**src/rtl/gen_wctrl_if.sv**
```systemverilog
// Write-side line controller bus: pixel stream handshake, reader release, static frame config
// and the status/strobe outputs of the controller.
interface gen_wctrl_if;
  logic       data_sop;
  logic       data_vld;
  logic       data_hsync;
  logic       bank_release;
  logic [7:0] pic_size;
  logic [3:0] mode;
  logic       wready;
  logic       s_cnt_hsync_eq_2line;
  logic [1:0] bank_used;
  logic       frame_done;
  logic       err_line_len;
  logic       err_rel_uflow;

  modport master (
    output data_sop, data_vld, data_hsync, bank_release, pic_size, mode,
    input  wready, s_cnt_hsync_eq_2line, bank_used, frame_done, err_line_len, err_rel_uflow
  );

  modport slave (
    input  data_sop, data_vld, data_hsync, bank_release, pic_size, mode,
    output wready, s_cnt_hsync_eq_2line, bank_used, frame_done, err_line_len, err_rel_uflow
  );
endinterface

```
**src/rtl/gen_wctrl.sv**
```systemverilog
// Write-side line controller: counts beats/lines per frame, emits the line-pair bank strobe,
// tracks bank occupancy against reader releases and gates WREADY so banks never overrun.
module gen_wctrl #(
  parameter int NBANK = 3,
  parameter int LPB   = 2,
  parameter int LW    = 8
) (
  input  logic        clk_i,
  input  logic        rst_ni,
  gen_wctrl_if.slave  bus
);
  localparam int              PW    = $clog2(LPB + 1);
  localparam logic [1:0]      NB    = 2'(NBANK);
  localparam logic [PW-1:0]   LPB_C = PW'(LPB);

  typedef enum logic [1:0] {IDLE, FILL, FULL} state_e;

  state_e        state_q, state_d;
  logic [LW-1:0] beat_q, beat_d, line_q, line_d;
  logic [PW-1:0] pair_q, pair_d;
  logic [1:0]    used_q, used_d;
  logic          strobe_q, strobe_d;
  logic          done_q, done_d;
  logic          err_len_q, err_len_d;
  logic          err_uf_q, err_uf_d;

  logic          wready, acc, eol, frame_end, pair_wrap;
  logic [LW-1:0] pic_ext, beat_inc, line_inc;
  logic [PW-1:0] pair_inc;
  logic          mode_unused;

  assign mode_unused = ^bus.mode[2:0];
  assign pic_ext     = LW'(bus.pic_size);
  assign beat_inc    = beat_q + LW'(1);
  assign line_inc    = line_q + LW'(1);
  assign pair_inc    = pair_q + PW'(1);

  assign wready    = (state_q == FILL) && (used_q < NB) && !bus.data_sop;
  assign acc       = bus.data_vld & wready;
  assign eol       = acc & bus.data_hsync;
  assign frame_end = eol & ~bus.mode[3] & (line_inc == pic_ext);
  // A partial bank at frame end is flushed with the same strobe as a full one.
  assign pair_wrap = eol & ((pair_inc == LPB_C) | frame_end);

  always_comb begin
    state_d   = state_q;
    beat_d    = beat_q;
    line_d    = line_q;
    pair_d    = pair_q;
    used_d    = used_q;
    strobe_d  = pair_wrap;
    done_d    = frame_end;
    err_len_d = err_len_q;
    err_uf_d  = err_uf_q;

    if (eol) begin
      beat_d = '0;
      line_d = frame_end ? '0 : line_inc;
      pair_d = pair_wrap ? '0 : pair_inc;
      if (beat_inc != pic_ext) err_len_d = 1'b1;
    end else if (acc) begin
      beat_d = beat_inc;
    end

    case ({strobe_q, bus.bank_release})
      2'b10: if (used_q < NB) used_d = used_q + 2'd1;
      2'b01: begin
        if (used_q == 2'd0) err_uf_d = 1'b1;
        else                used_d   = used_q - 2'd1;
      end
      default: ;
    endcase

    case (state_q)
      FILL: begin
        if (frame_end)
          state_d = IDLE;
        else if (strobe_q && !bus.bank_release && used_q == NB - 2'd1)
          state_d = FULL;
      end
      FULL:    if (used_d < NB) state_d = FILL;
      default: ;
    endcase

    // Frame start overrides every other event in the same cycle.
    if (bus.data_sop) begin
      state_d  = FILL;
      beat_d   = '0;
      line_d   = '0;
      pair_d   = '0;
      used_d   = '0;
      strobe_d = 1'b0;
      done_d   = 1'b0;
      err_uf_d = err_uf_q;
    end
  end

  always_ff @(posedge clk_i or negedge rst_ni) begin
    if (!rst_ni) begin
      state_q   <= IDLE;
      beat_q    <= '0;
      line_q    <= '0;
      pair_q    <= '0;
      used_q    <= '0;
      strobe_q  <= 1'b0;
      done_q    <= 1'b0;
      err_len_q <= 1'b0;
      err_uf_q  <= 1'b0;
    end else begin
      state_q   <= state_d;
      beat_q    <= beat_d;
      line_q    <= line_d;
      pair_q    <= pair_d;
      used_q    <= used_d;
      strobe_q  <= strobe_d;
      done_q    <= done_d;
      err_len_q <= err_len_d;
      err_uf_q  <= err_uf_d;
    end
  end

  assign bus.wready               = wready;
  assign bus.s_cnt_hsync_eq_2line = strobe_q;
  assign bus.bank_used            = used_q;
  assign bus.frame_done           = done_q;
  assign bus.err_line_len         = err_len_q;
  assign bus.err_rel_uflow        = err_uf_q;
endmodule

```
**src/flat_wrapper.sv**
```systemverilog
// flat-port wrapper written by rule: the top's interface ports become plain ports
module gen_wctrl_flat 
#(
  parameter int NBANK = 3,
  parameter int LPB   = 2,
  parameter int LW    = 8
)
  (clk_i, rst_ni, bus_data_sop, bus_data_vld, bus_data_hsync, bus_bank_release, bus_pic_size, bus_mode, bus_wready, bus_s_cnt_hsync_eq_2line, bus_bank_used, bus_frame_done, bus_err_line_len, bus_err_rel_uflow);
  gen_wctrl_if bus_i ();
  input  logic clk_i;
  input  logic rst_ni;
  input wire logic [$bits(bus_i.data_sop)-1:0] bus_data_sop;
  input wire logic [$bits(bus_i.data_vld)-1:0] bus_data_vld;
  input wire logic [$bits(bus_i.data_hsync)-1:0] bus_data_hsync;
  input wire logic [$bits(bus_i.bank_release)-1:0] bus_bank_release;
  input wire logic [$bits(bus_i.pic_size)-1:0] bus_pic_size;
  input wire logic [$bits(bus_i.mode)-1:0] bus_mode;
  output wire logic [$bits(bus_i.wready)-1:0] bus_wready;
  output wire logic [$bits(bus_i.s_cnt_hsync_eq_2line)-1:0] bus_s_cnt_hsync_eq_2line;
  output wire logic [$bits(bus_i.bank_used)-1:0] bus_bank_used;
  output wire logic [$bits(bus_i.frame_done)-1:0] bus_frame_done;
  output wire logic [$bits(bus_i.err_line_len)-1:0] bus_err_line_len;
  output wire logic [$bits(bus_i.err_rel_uflow)-1:0] bus_err_rel_uflow;
  assign bus_i.data_sop = bus_data_sop;
  assign bus_i.data_vld = bus_data_vld;
  assign bus_i.data_hsync = bus_data_hsync;
  assign bus_i.bank_release = bus_bank_release;
  assign bus_i.pic_size = bus_pic_size;
  assign bus_i.mode = bus_mode;
  assign bus_wready = bus_i.wready;
  assign bus_s_cnt_hsync_eq_2line = bus_i.s_cnt_hsync_eq_2line;
  assign bus_bank_used = bus_i.bank_used;
  assign bus_frame_done = bus_i.frame_done;
  assign bus_err_line_len = bus_i.err_line_len;
  assign bus_err_rel_uflow = bus_i.err_rel_uflow;
  gen_wctrl #(.NBANK(NBANK), .LPB(LPB), .LW(LW)) u_core (.clk_i(clk_i), .rst_ni(rst_ni), .bus(bus_i));
endmodule
```
**config.mk**
```make
export PLATFORM = sky130hd
export DESIGN_NAME = gen_wctrl_flat
export DESIGN_NICKNAME = d
export VERILOG_FILES = /design/src/rtl/gen_wctrl_if.sv /design/src/rtl/gen_wctrl.sv /design/src/flat_wrapper.sv
export SDC_FILE = /design/constraint.sdc
export NUM_CORES = 1
export LEC_CHECK = 0
export ABC_CLOCK_PERIOD_IN_PS = 2500
export CORE_MARGIN = 2
export CORE_UTILIZATION = 35
export DETAILED_ROUTE_END_ITERATION = 7
export GPL_TIMING_DRIVEN = 0
export PLACE_DENSITY = 0.52
export SLEW_MARGIN = 15
export SYNTH_ARGS = -nofsm -noshare
export SYNTH_HDL_FRONTEND = slang
export SYNTH_SLANG_ARGS = --single-unit
```
**constraint.sdc**
```tcl
create_clock -name clk_i -period 2.5 [get_ports clk_i]
set_input_delay 0.25 -clock clk_i [delete_from_list [all_inputs] [get_ports clk_i]]
set_output_delay 0.25 -clock clk_i [all_outputs]
set_load 0.03 [all_outputs]
```
==> flow_summary.toml <==
[finish]
diodes = 0
layout_common_cells = "nand2_1 (27), dfrtp_1 (26), clkdlybuf4s50_1 (19)"
areaGrowthSynthToFinish_pct = 18.7
final_common_cell = "nand2_1"
final_nets = 262
layout-drive-gt1-share_pct = 8.02
final.fill_count = 523
final_cell_area_um2 = 2180

[worst_setup_path]
worst-setup-path-type = "flop to flop"
rrSetupSlack_ps = 150
crit_arrival_ps = 2510
critPathMaxFanout = 8
start_kind = "flop"
r2r-start = "u_core.line_q[0]"
required_ps = 2650
cp-end-kind = "flop"
timing.rr.end = "u_core.line_q[2]"
timing.critical_path.to = "u_core.line_q[2]"
startpoint = "u_core.line_q[0]"
r2r_cells = 6

[timing]
max_freq_ghz = 0.425
fin_crit_sh_pct = 94.1
worst_pin_slew_ps = 687
setup_viol = 0
slew_viol_final = 0
setup_tns_ps = 0
slew_headroom_pct = 54.0
hold_ws_ps = -18.8
grt_setup_unrepaired = "no"
hold_violations = 26
clock_skew_ps = 3.46
fin_crit_ps = 2350

[floorplan]
die_w_um = 76.5
die_h_um = 76.5
num_rows = 26
die-area_um2 = 5850
io_pins = 25
core_area_um2 = 5070
start_util_pct = 36.2

[detailed_routing]
drt-total-wl_um = 4370
drc_errors = 0
dr.pass1.iters = 4
detail_route.iter0.violations = 58
ant_nets = 0
dr_total_vias = 1596
wire_per_inst_um = 14.2
vias_per_cell = 5.20

[synth]
synth-edff-count = 0
yosysUniqueCellTypes = 50
postSynth.asyncResetShare_pct = 100
avgSynthCellArea_um2 = 8.64
yosysSeqAreaShare_pct = 35.4
synth_flop_cell = "dfrtp_1"
syn_area_um2 = 1840
ys_warn_count = 0
synth-seq-cells = 26
syn_nets = 236
syn_inst = 213

[placed_design]
portBuffers = 20
gp_congestion = 0.857
hpwl_um = 3180
place_area_um2 = 2120

[power_and_ir_drop]
swShare_pct = 26.1
p_int_uw = 585
peakVddDrop_v = 0.000259
comb_power_share_pct = 14.7
seq_power_share_pct = 54.5
p_leak_uw = 0.000793
clockPowerShare_pct = 30.8
switchingPower_uw = 207
powerDensity_nw_per_um2 = 363

[clock_network]
clk_pin_slew_worst_paths_ps = 90
cts-root-buf = "clkbuf_8"
cts_buffer_depth = 2
htree_num_levels = 1
cts_tree = "done"
cts_buffers = 3
clkLatencyLatePin_ps = 270
cts.sinks = 26

[hold_path]
hold_class = "primary input to asynchronous set/reset pin"

[status]
outcome = "finished with violations"
violations = "hold timing"

[grt]
grt.overflow.total = 0
grt_util_all_layers_pct = 15.3
grt_pass1_wl_um = 7280
grt_start_max_net_pins = 27
antenna_found_initial = 0
grt_pass1_vias = 1508

[run]
drv_cap = 0
[worst max-delay path: stages (launching register included)]
cell,delay [ps]
dfrtp_1,470
ha_2,330
xor2_1,140
or3_1,370
a2111o_2,540
o21ai_4,280
o211ai_1,110
[flip-flops by register name, summed over array words and instances, names as in the netlist]
register and count:
u_core.state_q 2, u_core.bus.err_line_len 1, u_core.bus.s_cnt_hsync_eq_2line 1, u_core.bus.frame_done 1, u_core.beat_q 8, u_core.bus.bank_used 2
u_core.bus.err_rel_uflow 1, u_core.line_q 8, u_core.pair_q 2
[area by class of cell]
cell class	count	area, um2	share of cell area [%]
Tap cell	70	87.6	4.01
Clock buffer	3	41.3	1.89
Sequential cell	26	651	29.8
Inverter	8	30.0	1.38
Multi-Input combinational cell	170	1130	52.0
Buffer	10	43.8	2.01
Timing Repair Buffer	20	195	8.94
[synthesized netlist by cell type (6+ instances only)]
cell type	count	share of area (%)
nand2_1	27	5.5
dfrtp_1	26	35
o21ai_0	18	4.9
xnor2_1	16	7.6
nand3_1	10	2.7
nor2_1	9	1.8
inv_1	8	1.6
o211ai_1	7	2.9
xor2_1	7	3.3
nand2b_1	6	2.0
nor3_1	6	1.6
[worst min-delay path by stage]
stage          slack (ps)                        to                     start
2_1_floorplan         -50          u_core.beat_q[0]                    rst_ni
3_3_place_gp          450  u_core.bus.err_rel_uflow  u_core.bus.err_rel_uflow
3_5_place_dp          310  u_core.bus.err_rel_uflow                    rst_ni
4_1_cts                 3          u_core.line_q[4]                    rst_ni
5_1_grt                40   u_core.bus.bank_used[1]                    rst_ni
6_report              -20   u_core.bus.bank_used[1]                    rst_ni
[power by group through the flow]
stage               Clock (uW)  Sequential, uW  Combinational (uW)
floorplan                    0             440                61.5
global placement             0             440                 116
detailed placement           0             440                 115
CTS                        257             432                 116
global route               267             433                 132
finish                     244             432                 116
[metrics by stage]
step	setup WS [ps]	instances	utilization (%)	total power [uW]
2_1_floorplan	318	213	-	501
3_3_place_gp	34.5	303	41.9	556
3_5_place_dp	32.4	303	41.8	555
4_1_cts	23.1	306	42.6	805
5_1_grt	0.576	307	43.0	832
6_report	146	307	43.0	792
[metal layers]
layer	vias up	part of all wire, %	track usage [%]
met5	-	0	0
met4	0	0.66	3.64
met3	2	2.3	3.08
met2	17	46	24.5
met1	755	51	21.1
li1	822	-	-
[cell families (layout without fill, tap and decap cells)]
kind of cell               count (synthesis)  in the layout  synth area share [%]
and+or+nand+nor                           82             82                  23.0
AOI/OAI and AO/OA                         57             58                  21.4
DFF                                       26             26                  35.4
xor gates and xnor gates                  24             24                  12.2
buffers and inverters                     18             41                  4.01
adders and majority gates                  5              5                  3.40
muxes                                      1              1                 0.612
[what timing repair did]
| action | CTS | global route |
|---|---|---|
| hold buffers | 0 | 0 |
| setup buffers | 0 | 0 |
| endpoints found under the setup margin | 0 | 10 |
| gates resized for setup | 0 | 3 |
No activity file was read; power rests on OpenSTA's default activity.
